$ cat config.mk
export PLATFORM = sky130hd
export DESIGN_NAME = qspi_mem_adapter
export DESIGN_NICKNAME = d
export VERILOG_FILES = /design/src/rtl/qspi_mem_adapter.sv
export SDC_FILE = /design/constraint.sdc
export NUM_CORES = 1
export LEC_CHECK = 0
export ABC_CLOCK_PERIOD_IN_PS = 3050
export BUFFER_PORTS_ARGS = -buffer_cell sky130_fd_sc_hd__clkbuf_2
export CAP_MARGIN = 0
export CORE_UTILIZATION = 45
export DETAILED_ROUTE_END_ITERATION = 12
export PLACE_DENSITY = 0.72
export SLEW_MARGIN = 25
export SYNTH_ARGS = -nofsm -noshare
export SYNTH_HDL_FRONTEND = slang
export SYNTH_SLANG_ARGS = --single-unit
$ cat constraint.sdc
create_clock -name clk -period 3.05 [get_ports clk]
set_input_delay 0 -clock clk [delete_from_list [all_inputs] [get_ports clk]]
set_output_delay 0 -clock clk [all_outputs]
set_load 0.05 [all_outputs]
$ cat src/rtl/qspi_mem_adapter.sv
`default_nettype none
// ============================================================================
// Module   : qspi_mem_adapter
// Purpose  : CPU memory port to byte-serial QSPI controller bridge.
//            Define QSPI_ADAPTER_CONTINUE_EN to keep sequential accesses open.
// Revision : 1.0 - initial release
// ============================================================================
module qspi_mem_adapter #(
    parameter int ADDR_BITS    = 25,
    parameter int HOLD_TIMEOUT = 15
) (
    input  logic                 clk,
    input  logic                 rstn,
    input  logic [ADDR_BITS-1:0] addr_in,
    input  logic [31:0]          data_in,
    input  logic [1:0]           data_size,
    input  logic                 read_req,
    input  logic                 write_req,
    output logic [31:0]          data_out,
    output logic                 data_ready,
    output logic                 write_done,
    output logic                 busy,
    output logic [ADDR_BITS-1:0] q_addr,
    output logic [7:0]           q_data_in,
    output logic                 q_start_read,
    output logic                 q_start_write,
    output logic                 q_stall_txn,
    output logic                 q_stop_txn,
    input  logic [7:0]           q_data_out,
    input  logic                 q_data_req,
    input  logic                 q_data_ready,
    input  logic                 q_busy
);

    localparam logic [2:0] c_IDLE  = 3'd0;
    localparam logic [2:0] c_READ  = 3'd1;
    localparam logic [2:0] c_WRITE = 3'd2;
    localparam logic [2:0] c_STOP  = 3'd3;

    logic [2:0]           r_state;
    logic [ADDR_BITS-1:0] r_q_addr;
    logic [31:0]          r_wdata;
    logic [31:0]          r_rbuf;
    logic [31:0]          r_data_out;
    logic [1:0]           r_last;
    logic [1:0]           r_cnt;
    logic [7:0]           r_q_data_in;
    logic                 r_q_start_read;
    logic                 r_q_start_write;
    logic                 r_data_ready;
    logic                 r_write_done;

    logic                 w_launch;
    logic                 w_load;
    logic                 w_l_rd;
    logic [ADDR_BITS-1:0] w_l_addr;
    logic [1:0]           w_l_size;
    logic [31:0]          w_l_data;
    logic [2:0]           w_done_state;
    logic                 w_last_byte;
    logic [1:0]           w_cnt_inc;
    logic [31:0]          w_rbuf_next;

    // Index of the final byte lane: size 3 is treated as a word.
    function automatic logic [1:0] last_idx(input logic [1:0] size);
        case (size)
            2'd0:    last_idx = 2'd0;
            2'd1:    last_idx = 2'd1;
            default: last_idx = 2'd3;
        endcase
    endfunction

    assign w_last_byte = (r_cnt == r_last);
    assign w_cnt_inc   = r_cnt + 2'd1;

    always_comb begin
        w_rbuf_next = r_rbuf;
        w_rbuf_next[{r_cnt, 3'b000} +: 8] = q_data_out;
    end

`ifdef QSPI_ADAPTER_CONTINUE_EN
    localparam logic [2:0] c_HOLD  = 3'd4;
    localparam int         c_TMR_W = $clog2(HOLD_TIMEOUT + 1);

    logic                 r_pend;
    logic                 r_pend_rd;
    logic                 r_dir_rd;
    logic [ADDR_BITS-1:0] r_pend_addr;
    logic [1:0]           r_pend_size;
    logic [31:0]          r_pend_data;
    logic [c_TMR_W-1:0]   r_tmr;
    logic [ADDR_BITS-1:0] w_next_addr;
    logic                 w_req;
    logic                 w_resume;
    logic                 w_divert;
    logic                 w_expire;

    assign w_req        = read_req | write_req;
    assign w_next_addr  = r_q_addr + ADDR_BITS'({1'b0, r_last} + 3'd1);
    assign w_resume     = (r_state == c_HOLD) && w_req && (read_req == r_dir_rd)
                          && (addr_in == w_next_addr);
    assign w_divert     = (r_state == c_HOLD) && w_req && !w_resume;
    assign w_expire     = (r_state == c_HOLD) && !w_req
                          && (r_tmr == c_TMR_W'(HOLD_TIMEOUT - 1));
    // A request diverted out of HOLD is replayed from IDLE ahead of new traffic.
    assign w_launch     = (r_state == c_IDLE) && !q_busy && (r_pend || w_req);
    assign w_load       = w_launch || w_resume;
    assign w_l_rd       = r_pend ? r_pend_rd   : read_req;
    assign w_l_addr     = r_pend ? r_pend_addr : addr_in;
    assign w_l_size     = r_pend ? r_pend_size : data_size;
    assign w_l_data     = r_pend ? r_pend_data : data_in;
    assign w_done_state = c_HOLD;
    assign q_stall_txn  = (r_state == c_HOLD);

    always_ff @(posedge clk or negedge rstn) begin
        if (!rstn) begin
            r_pend      <= 1'b0;
            r_pend_rd   <= 1'b0;
            r_dir_rd    <= 1'b0;
            r_pend_addr <= '0;
            r_pend_size <= 2'd0;
            r_pend_data <= 32'd0;
            r_tmr       <= '0;
        end else begin
            if ((r_state != c_HOLD) || w_req)
                r_tmr <= '0;
            else
                r_tmr <= r_tmr + c_TMR_W'(1);
            if (w_load)
                r_dir_rd <= w_l_rd;
            if (w_launch) begin
                r_pend <= 1'b0;
            end else if (w_divert) begin
                r_pend      <= 1'b1;
                r_pend_rd   <= read_req;
                r_pend_addr <= addr_in;
                r_pend_size <= data_size;
                r_pend_data <= data_in;
            end
        end
    end
`else
    assign w_launch     = (r_state == c_IDLE) && !q_busy && (read_req || write_req);
    assign w_load       = w_launch;
    assign w_l_rd       = read_req;
    assign w_l_addr     = addr_in;
    assign w_l_size     = data_size;
    assign w_l_data     = data_in;
    assign w_done_state = c_STOP;
    assign q_stall_txn  = 1'b0;

    // The hold timeout only matters when transactions may be held open.
    if (HOLD_TIMEOUT < 1) begin : g_no_hold_timer
    end
`endif

    always_ff @(posedge clk or negedge rstn) begin
        if (!rstn) begin
            r_state         <= c_IDLE;
            r_q_addr        <= '0;
            r_wdata         <= 32'd0;
            r_rbuf          <= 32'd0;
            r_data_out      <= 32'd0;
            r_last          <= 2'd0;
            r_cnt           <= 2'd0;
            r_q_data_in     <= 8'd0;
            r_q_start_read  <= 1'b0;
            r_q_start_write <= 1'b0;
            r_data_ready    <= 1'b0;
            r_write_done    <= 1'b0;
        end else begin
            r_q_start_read  <= 1'b0;
            r_q_start_write <= 1'b0;
            r_data_ready    <= 1'b0;
            r_write_done    <= 1'b0;
            if (w_load) begin
                r_q_addr        <= w_l_addr;
                r_last          <= last_idx(w_l_size);
                r_wdata         <= w_l_data;
                r_q_data_in     <= w_l_data[7:0];
                r_cnt           <= 2'd0;
                r_rbuf          <= 32'd0;
                r_state         <= w_l_rd ? c_READ : c_WRITE;
                r_q_start_read  <= w_launch & w_l_rd;
                r_q_start_write <= w_launch & ~w_l_rd;
            end else begin
                case (r_state)
                    c_READ: begin
                        if (q_data_ready) begin
                            r_rbuf <= w_rbuf_next;
                            if (w_last_byte) begin
                                r_data_out   <= w_rbuf_next;
                                r_data_ready <= 1'b1;
                                r_state      <= w_done_state;
                            end else begin
                                r_cnt <= w_cnt_inc;
                            end
                        end
                    end
                    c_WRITE: begin
                        if (q_data_req) begin
                            if (w_last_byte) begin
                                r_write_done <= 1'b1;
                                r_state      <= w_done_state;
                            end else begin
                                r_cnt       <= w_cnt_inc;
                                r_q_data_in <= r_wdata[{w_cnt_inc, 3'b000} +: 8];
                            end
                        end
                    end
                    c_STOP: begin
                        if (!q_busy)
                            r_state <= c_IDLE;
                    end
`ifdef QSPI_ADAPTER_CONTINUE_EN
                    c_HOLD: begin
                        if (w_divert || w_expire)
                            r_state <= c_STOP;
                    end
`endif
                    default: ;
                endcase
            end
        end
    end

    // Leaving STOP is visible as not-busy in the cycle q_busy=0 is sampled.
    assign busy          = (r_state == c_READ) || (r_state == c_WRITE)
                           || ((r_state == c_STOP) && q_busy);
    assign q_stop_txn    = (r_state == c_STOP);
    assign q_addr        = r_q_addr;
    assign q_data_in     = r_q_data_in;
    assign q_start_read  = r_q_start_read;
    assign q_start_write = r_q_start_write;
    assign data_out      = r_data_out;
    assign data_ready    = r_data_ready;
    assign write_done    = r_write_done;

endmodule
`default_nettype wire

==> impl_metrics.csv, run 1 <==
group,metric,value,unit
status,outcome,"finished clean",
clocking,cts_tree,"done",
timing,period_share,76.0,%
pwr,seqPwrFrac,31.7,%
clocking,cts_made_buffers,17,
pwr,clock_power_share,26.2,%
pwr,internal-power,5.35,mW
timing,setup_viol,0,
logic_synthesis,ys_seq_area_share,56.4,%
critical_path,max_stage_delay,550,ps
hold_path,hp-start,"q_data_out[6]",
clocking,clkTransAtPathRegs,60,ps
logic_synthesis,syn_area,0.00616,sq mm
critical_path,cpLargestDelayFamily,"simple AND/OR/NAND/NOR gates",
critical_path,path_buf_inv,1,
critical_path,slowest_stage,"or3b_1",
hold_path,whs_endpoint,"r_rbuf[14]",
global_route,grt_pass1_vias,5412,
clocking,cts_resized,0,
route,wirelength,15.7,mm
timing,setup-tns-final,0,ps
global_route,grt_max_degree,124,
placed_design,post_dp_cell_area,0.00703,sq mm
critical_path,ff2ff_setup_slack,730,ps
route,ant_nets,0,
logic_synthesis,synthMuxAreaShare,3.59,%
clocking,cts_setup_buffers,0,
critical_path,reg2reg_to,"data_out[17]",
timing,whs,27.6,ps
logic_synthesis,synth_top_family_by_area,"simple AND/OR/NAND/NOR gates",
critical_path,crit_fanout,13,
timing,worstMarginPinSlew,925,ps
logic_synthesis,netlist_instances,635,
route,num_vias,5317,
hold_path,min_path_type,"input port to flip-flop",
logic_synthesis,synth-async-reset-ratio,100,%
critical_path,rr_startpoint,"r_cnt[0]",
timing,period_minus_slack,2320,ps
critical_path,endpoint_kind,"flip-flop",
floorplan,start_util,46.4,%
floorplan,die_w,119,um
hold_path,hold_depth,3,
pwr,ir_worst_vdd,825,uV
route,dr.first_iter.drc_count,302,
floorplan,rows,42,
critical_path,r2r_cells,6,
pwr,pwr-share-comb,42.0,%
floorplan,die-area,0.0142,sq mm
cells_and_area,n_antenna_cell,0,
clocking,clock_latency,420,ps
route,via_per_inst,5.21,
cells_and_area,syn_to_final_growth,36.0,%
timing,hold_viol,0,
placed_design,port_buffers,144,
critical_path,crit_type,"flip-flop to flip-flop",
floorplan,coreArea,0.0133,sq mm
route,wl_per_cell,15.4,um
global_route,grt_use_total,23.6,%
floorplan,die_h,119,um
clocking,clock_sinks,139,
logic_synthesis,yosys-top-cells-count,"nand2_1, dfrtp_1, nor2_1, a22oi_1, o21ai_1",
logic_synthesis,synthDistinctLibCells,45,
clocking,root_buffer,"clkbuf_16",
timing,fmax,431,MHz
logic_synthesis,synth_flop_cell,"dfrtp_1",
global_route,antenna_found_initial,0,
logic_synthesis,synth_xor_area_share,0.568,%
logic_synthesis,postSynthAreaPerCell,9.71,sq um
logic_synthesis,synth_area_leader_cell,"dfrtp_1",
logic_synthesis,synthesis.nets,718,
timing,worst_slack,732,ps
timing,finClkSkew,4.89,ps
clocking,clk_path_buf_depth,2,
cells_and_area,design.final.nets,915,
cells_and_area,drive_above_1_share,24.6,%
placed_design,gp_congestion,0.825,
placed_design,dp_slack,776,ps
logic_synthesis,yosysWarnings,0,
run,maxCapViolCount,0,
critical_path,crit_arrival,2660,ps
logic_synthesis,synth_top_area_share,56.4,%
timing,drv_slew,0,
pwr,p_per_area,1090,mW/mm^2
logic_synthesis,synthSimpleGateAreaFrac,21.7,%
logic_synthesis,ys_ff_latch,139,
pwr,p_switching,3.80,mW
global_route,grt_pass1_wl,26.2,mm
logic_synthesis,synth_compound_area_share,12.1,%
logic_synthesis,synthAdderAreaFrac,1.83,%
route,drtPass1Iterations,5,
floorplan,ios,146,
route,remaining_drc_errors,0,
clocking,cts_htree_levels,4,
critical_path,cp-start-kind,"flip-flop",
pwr,p_leak,4.23,nW
placed_design,dp_hpwl,9.71,mm
logic_synthesis,synthMostInstantiatedCell,"nand2_1",
cells_and_area,fin_util,63.0,%
critical_path,worstPathRequired,3390,ps
timing,rsz0062_at_grt,"no",
critical_path,crit_chain,"inv_1 -> ha_1 -> or3b_1 -> nor3_2 -> a22oi_1 -> o21ai_1",
logic_synthesis,synth_area_leaders,"dfrtp_1, nand2_1, a22oi_1",
pwr,switching_share,41.6,%
timing,slew_headroom,38.4,%
logic_synthesis,synth_edf_count,0,
cells_and_area,stdcell_area,0.00838,sq mm
global_route,grt-ovfl-total,0,
-- cells in the final DEF (no fill, tap or decap), drive strengths merged, types with 11 or more instances in the layout --
master       count
dlygate4sd3     66
nor2            39
clkbuf         160
dfrtp          139
o21ai           35
nor2b           26
a22oi           36
a21oi           24
nand2          216
buf             11
-- final cells by class --
type | count | area [sq um]
inverters | 8 | 30.0
clock buffers | 17 | 425
clock inverters | 15 | 270
flip-flops and latches | 139 | 3480
well taps | 176 | 220
fillers | 1009 | 4910
multi-input cells | 446 | 2490
repair buffers | 220 | 1470
-- state kept, by name (all words and copies together) (netlist names) --
signal / flops
write_done: 1
q_start_write: 1
r_rbuf: 32
r_cnt: 2
data_ready: 1
data_out: 32
r_state: 2
r_last: 2
q_addr: 25
q_start_read: 1
r_wdata: 32
q_data_in: 8
-- stage by stage --
step | instances | power (mW)
after floorplan | 635 | 5.77
after global placement | 923 | 6.55
after detailed placement | 923 | 6.66
after CTS | 1021 | 9.18
after global routing | 1021 | 9.66
final | 1021 | 9.15
-- power groups by stage --
stage / combinational, mW / clock [mW] / sequential [mW]
2_1_floorplan: 1.77 / 0 / 4.00
3_3_place_gp: 3.66 / 0 / 2.89
3_5_place_dp: 3.74 / 0 / 2.92
4_1_cts: 3.85 / 2.43 / 2.90
5_1_grt: 4.16 / 2.52 / 2.99
6_report: 3.85 / 2.40 / 2.91
-- tightest hold or removal path: stages --
cell and delay, ps:
clkbuf_2 200, a22oi_1 120, nor2_1 80
-- cell families after synthesis --
group,Yosys count
xor+xnor,4
mux,12
buf+inv,50
compound gates,113
fa+ha+maj,9
other cells,1
simple gates,307
flops,139
-- metal layers --
metal	track usage, %	vias up	part of all wire (%)
met4	7.67	0	1.8
met2	38.4	226	48
met3	6.08	28	6.3
li1	-	2508	-
met1	30.7	2555	43
met5	0	-	0
-- worst max path at each step --
stage	to	slack (ps)	startpoint	cells past startpoint
after floorplan	q_data_in[0]	830	r_cnt[0]	8
after global placement	data_out[19]	890	r_cnt[0]	6
after detailed placement	data_out[17]	780	r_cnt[1]	6
after CTS	r_last[0]	750	r_state[0]	7
after global routing	data_out[19]	550	r_cnt[0]	6
final	data_out[17]	730	r_cnt[0]	6
-- repair_timing --
action / 4_1_cts / 5_1_grt
hold endpoints to repair: 194 / 0
hold buffers: 66 / 0
endpoints found under the setup margin: 0 / 0
Note: power is estimated with default switching activity, not from simulation.
==> run 2: changes to the inputs <==
ABC_AREA = 1   (was default)
ABC_CLOCK_PERIOD_IN_PS = 1900   (was 3050)
PLACE_DENSITY = 0.74   (was 0.72)
clock period = 1.9 ns   (was 3.05 ns; I/O delays follow)
==> run 2 against run 1 <==
Via count is 12% higher. Sequential share of layout area is 0.66 points lower. Non-clock buffer count is 12 higher. Area after synthesis is 2.8% higher. Sequential power is 56% higher. Largest cell class unchanged. Highest routed layer unchanged.
==> impl_metrics.csv, run 2 <==
group,metric,value,unit
logic_synthesis,syn_area,0.00634,sq mm
logic_synthesis,synthDistinctLibCells,25,
clocking,clock_sinks,139,
pwr,ir_worst_vdd,1100,uV
cells_and_area,final_common_cell,"nand2_1",
clocking,root_buffer,"clkbuf_16",
critical_path,endpoint_kind,"flip-flop",
critical_path,crit_type,"flip-flop to flip-flop",
placed_design,port_buffers,144,
pwr,p_leak,4.68,nW
logic_synthesis,synth_edf_count,0,
timing,hold_viol,0,
hold_path,whs_endpoint,"r_rbuf[19]",
logic_synthesis,synth_top_area_share,54.9,%
critical_path,reg2reg_to,"q_data_in[3]",
route,wirelength,16.8,mm
critical_path,cp_common_cell,"nand2_1",
global_route,grt-ovfl-total,0,
critical_path,cp-start-kind,"flip-flop",
cells_and_area,syn_to_final_growth,34.4,%
route,num_vias,5964,
global_route,grt_pass1_wl,28.6,mm
floorplan,ios,146,
floorplan,coreArea,0.0135,sq mm
critical_path,path_buf_inv,1,
floorplan,die-area,0.0146,sq mm
logic_synthesis,synth_area_leaders,"dfrtp_1, nand2_1, inv_1",
clocking,cts_made_buffers,17,
cells_and_area,stdcell_area,0.00852,sq mm
route,ant_nets,0,
logic_synthesis,synth_area_leader_cell,"dfrtp_1",
logic_synthesis,synth_flop_cell,"dfrtp_1",
floorplan,die_w,121,um
global_route,antenna_found_initial,0,
logic_synthesis,synth-async-reset-ratio,100,%
logic_synthesis,synthesis.nets,877,
critical_path,crit_fanout,25,
floorplan,rows,42,
route,drtPass1Iterations,5,
clocking,clkTransAtPathRegs,60,ps
timing,worstMarginPinSlew,575,ps
cells_and_area,drive_above_1_share,20.5,%
critical_path,max_stage_delay,410,ps
timing,setup_viol,0,
critical_path,r2r_cells,8,
route,via_per_inst,4.98,
placed_design,dp_slack,174,ps
clocking,cts_tree,"done",
critical_path,rr_startpoint,"r_cnt[0]",
critical_path,crit_chain,"buf_4 -> nand2_1 -> nand2_2 -> nand2_1 -> nand3_2 -> nand2_2 -> nand2_1 -> nand2_1",
logic_synthesis,netlist_instances,794,
clocking,clock_latency,420,ps
floorplan,start_util,46.9,%
pwr,pwr-share-comb,46.4,%
route,remaining_drc_errors,0,
logic_synthesis,postSynthAreaPerCell,7.98,sq um
placed_design,post_dp_cell_area,0.00725,sq mm
pwr,switching_share,45.8,%
critical_path,cpLargestDelayFamily,"simple AND/OR/NAND/NOR gates",
timing,finClkSkew,5.68,ps
logic_synthesis,yosys-top-cells-count,"nand2_1, dfrtp_1, inv_1, nand3_1, o21ai_0",
timing,drv_slew,0,
cells_and_area,fin_util,63.1,%
pwr,clock_power_share,22.5,%
global_route,grt_use_total,24.9,%
global_route,grt_pass1_vias,5931,
route,dr.first_iter.drc_count,423,
pwr,seqPwrFrac,31.2,%
hold_path,hp-start,"q_data_out[3]",
timing,fmax,570,MHz
pwr,finalPower,14.6,mW
global_route,grt_max_degree,60,
clocking,clk_path_buf_depth,2,
timing,period_share,92.3,%
logic_synthesis,ys_seq_area_share,54.9,%
timing,period_minus_slack,1750,ps
timing,slew_headroom,61.6,%
run,maxCapViolCount,0,
logic_synthesis,synthMostInstantiatedCell,"nand2_1",
placed_design,gp_congestion,0.837,
cells_and_area,design.final.nets,1091,
hold_path,min_path_type,"input port to flip-flop",
cells_and_area,n_antenna_cell,0,
logic_synthesis,yosysWarnings,0,
pwr,p_switching,6.66,mW
hold_path,hold_depth,5,
pwr,internal-power,7.90,mW
pwr,p_per_area,1710,mW/mm^2
logic_synthesis,ys_ff_latch,139,
placed_design,dp_hpwl,10.2,mm
critical_path,slowest_stage,"dfrtp_1",
route,wl_per_cell,14.1,um
status,outcome,"finished clean",
critical_path,worstPathRequired,2210,ps
cells_and_area,layout_common_cells,"nand2_1, clkbuf_2, dfrtp_1",
critical_path,ff2ff_setup_slack,150,ps
clocking,cts_htree_levels,4,
critical_path,startpoint,"r_cnt[0]",
clocking,cts_setup_buffers,0,
critical_path,crit_arrival,2060,ps
floorplan,die_h,121,um
timing,setup-tns-final,0,ps
timing,worst_slack,147,ps
==> run 2: power by group through the flow <==
stage / Combinational, mW / Sequential [mW] / Clock, mW
2_1_floorplan: 3.09 / 6.31 / 0
3_3_place_gp: 6.47 / 4.53 / 0
3_5_place_dp: 6.54 / 4.54 / 0
4_1_cts: 6.70 / 4.52 / 3.32
5_1_grt: 7.39 / 4.65 / 3.43
6_report: 6.75 / 4.54 / 3.27
==> run 2: layout make-up <==
| cell class | instances | area [sq um] |
|---|---|---|
| sequential | 139 | 3480 |
| timing repair buffer | 232 | 1600 |
| clock inverter | 6 | 85.1 |
| multi-input combinational | 556 | 2400 |
| clock buffer | 26 | 499 |
| inverter | 62 | 240 |
| tap | 176 | 220 |
| fill | 1132 | 4990 |
==> run 2: timing repair <==
item | in CTS | in global routing
setup endpoints to repair | 0 | 10
endpoints found under the hold margin | 134 | 0
hold buffers | 67 | 0
resized for setup | 0 | 2
==> run 2: cells by family (layout without fill, tap and decap cells) <==
| group | count (synthesis) | after routing | share of synthesized area [%] |
|---|---|---|---|
| simple gates | 481 | 481 | 30.4 |
| flops | 139 | 139 | 54.9 |
| buf+inv | 99 | 326 | 7.36 |
| compound gates | 65 | 65 | 5.49 |
| fa+ha+maj | 9 | 9 | 1.78 |
| other cells | 1 | 1 | 0.0592 |
==> run 2: worst max-delay path by stage <==
stage	endpoint	slack (ps)	cells after the start
4_1_cts	busy	130	4
5_1_grt	r_rbuf[9]	-4	8
3_5_place_dp	r_rbuf[10]	170	6
6_report	q_data_in[3]	150	8
3_3_place_gp	q_data_in[0]	190	9
2_1_floorplan	r_rbuf[3]	50	10
==> run 2: worst reg2reg max path: cells and delay by family (launching register included) <==
kind | cells | cell delay [ps]
buf+inv | 1 | 320
flops | 1 | 410
simple gates | 7 | 920
==> run 2: stage by stage <==
stage,cells,hold WS [ps]
floorplan,794,-296
global placement,1098,22.1
detailed placement,1098,22.1
CTS,1197,1.04
global route,1197,27.6
finish,1197,10.7
==> run 2: per-layer routing <==
layer | part of all wire [%] | GRT usage, %
met2 | 49 | 42.6
met1 | 45 | 32.0
met3 | 5.4 | 5.42
met4 | 1.2 | 6.48
met5 | 0 | 0
==> run 3: changes to the inputs <==
ABC_CLOCK_PERIOD_IN_PS = 1890   (was 1900)
GPL_TIMING_DRIVEN = 0   (was default)
PLACE_DENSITY = 0.67   (was 0.74)
clock period = 1.89 ns   (was 1.9 ns; I/O delays follow)
==> run 3 against run 2 <==
Design area rose by 4.7%. Hold slack got worse by 6.5 ps. Total power rose by 5.4%. Setup slack got worse by 42 ps. Global-route usage rose by 0.56 points. Combinational power rose by 8.6%. Sequential share of layout area fell by 1.8 points. Flip-flop and latch count did not move. Critical path depth rose by 2. Largest cell class unchanged. Final cell count rose by 1.4%. Utilization rose by 3.0 points. Critical endpoint is now r_rbuf[6].
==> impl_metrics.csv, run 3 (same netlist as run 2, synthesis figures left out) <==
group,metric,value,unit
clocking,cts_htree_levels,4,
route,ant_nets,0,
global_route,grt_pass1_wl,28.5,mm
floorplan,rows,42,
global_route,antenna_found_initial,0,
cells_and_area,syn_to_final_growth,40.7,%
critical_path,worstPathRequired,2210,ps
critical_path,endpoint_kind,"flip-flop",
global_route,grt_use_total,25.5,%
clocking,cts_made_buffers,17,
placed_design,post_dp_cell_area,0.00731,sq mm
timing,finClkSkew,10.8,ps
timing,hold_viol,0,
cells_and_area,nFillCells,1092,
cells_and_area,fin_util,66.0,%
critical_path,cp-start-kind,"flip-flop",
clocking,clock_latency,420,ps
cells_and_area,drive_above_1_share,25.8,%
timing,drv_slew,0,
timing,period_minus_slack,1780,ps
placed_design,port_buffers,144,
run,maxCapViolCount,0,
timing,fmax,560,MHz
timing,period_share,94.4,%
route,wl_per_cell,14.3,um
timing,whs,4.21,ps
timing,slew_headroom,48.6,%
global_route,grt-ovfl-total,0,
pwr,p_per_area,1720,mW/mm^2
route,num_vias,5967,
floorplan,die_h,121,um
route,dr.first_iter.drc_count,319,
cells_and_area,final_common_cell,"nand2_1",
critical_path,path_buf_inv,4,
critical_path,crit_chain,"buf_6 -> inv_8 -> buf_12 -> ha_4 -> buf_6 -> nor2_4 -> nand4_1 -> o21ai_2 -> nand2_1 -> o21ai_0",
pwr,finalPower,15.3,mW
clocking,cts_tree,"done",
critical_path,cpLargestDelayFamily,"buffers and inverters",
pwr,ir_worst_vdd,1360,uV
floorplan,die_w,121,um
clocking,clock_sinks,139,
global_route,grt_pass1_vias,5936,
floorplan,die-area,0.0146,sq mm
floorplan,coreArea,0.0135,sq mm
placed_design,gp_congestion,0.843,
critical_path,crit_arrival,2110,ps
critical_path,cp_common_cell,"buf_6",
floorplan,start_util,46.9,%
cells_and_area,layout_common_cells,"nand2_1, clkbuf_2, dfrtp_1",
hold_path,min_path_type,"input port to flip-flop",
pwr,p_leak,4.85,nW
critical_path,max_stage_delay,390,ps
route,drtPass1Iterations,5,
clocking,clkTransAtPathRegs,60,ps
critical_path,crit_fanout,12,
route,wirelength,17.3,mm
timing,worstMarginPinSlew,771,ps
status,outcome,"finished clean",
cells_and_area,n_antenna_cell,0,
route,remaining_drc_errors,0,
clocking,clk_path_buf_depth,2,
clocking,root_buffer,"clkbuf_16",
route,via_per_inst,4.92,
cells_and_area,stdcell_area,0.00892,sq mm
critical_path,crit_type,"flip-flop to flip-flop",
timing,setup_viol,0,
floorplan,ios,146,
critical_path,slowest_stage,"dfrtp_1",
global_route,grt_max_degree,76,
cells_and_area,design.final.nets,1109,
placed_design,dp_hpwl,11.3,mm
-- run 3: repair_timing --
action / CTS / global route
pin swaps: 2 / 7
hold buffers: 66 / 0
buffers inserted: 4 / 1
setup endpoints to repair: 72 / 74
hold endpoints to repair: 138 / 0
resized for setup: 31 / 40
-- run 3: layer usage --
layer | part of all wire, % | global-route usage (%) | wire (um)
met1 | 44 | 32.8 | 7580
met2 | 49 | 41.8 | 8460
met3 | 5.4 | 6.37 | 938
met4 | 1.9 | 8.87 | 330
met5 | 0 | 0 | 0
-- run 3: tightest hold or removal path, cell delays in order --
cell,delay [ps]
clkbuf_2,130
nand2_2,100
o21ai_2,70
nand2_1,50
nand2_1,40
-- run 3: path summary, 6_finish.rpt --
path | slack [ps] | cells after the start | endpoint | startpoint
min reg2reg | 470 | 2 | q_addr[11] | q_addr[11]
max reg2reg | 110 | 10 | r_rbuf[6] | r_cnt[0]
min | 4 | 5 | r_rbuf[14] | q_data_out[6]
max in group asynchronous | 1000 | 3 | q_addr[16] | rstn
max | 110 | 10 | r_rbuf[6] | r_cnt[0]
min in group asynchronous | 140 | 2 | r_rbuf[2] | rstn
-- run 3: layout make-up --
cell class / count / area [sq um] / share of cell area [%]
inverters: 62 / 245 / 2.75
clock buffers: 25 / 515 / 5.78
repair buffers: 216 / 1460 / 16.3
plain buffers: 34 / 246 / 2.76
clock inverters: 6 / 108 / 1.21
well taps: 176 / 220 / 2.47
flip-flops and latches: 139 / 3480 / 39.0
multi-input cells: 556 / 2650 / 29.7
-- run 3: power by group --
part | switching [mW] | leakage (nW) | internal (mW)
logic | 5.20 | 2.72 | 2.13
registers | 0.536 | 1.83 | 4.00
clock network | 1.21 | 0.305 | 2.28
total | 6.94 | 4.85 | 8.40
-- run 3: stage by stage --
stage | TNS [ps] | setup WS [ps] | std cells
final | 0 | 105 | 1214
after global routing | -27.9 | -27.9 | 1214
after CTS | 0 | 0.674 | 1215
after detailed placement | -19710 | -424 | 1115
after global placement | -235640 | -1570 | 1114
after floorplan | 0 | 44.9 | 794
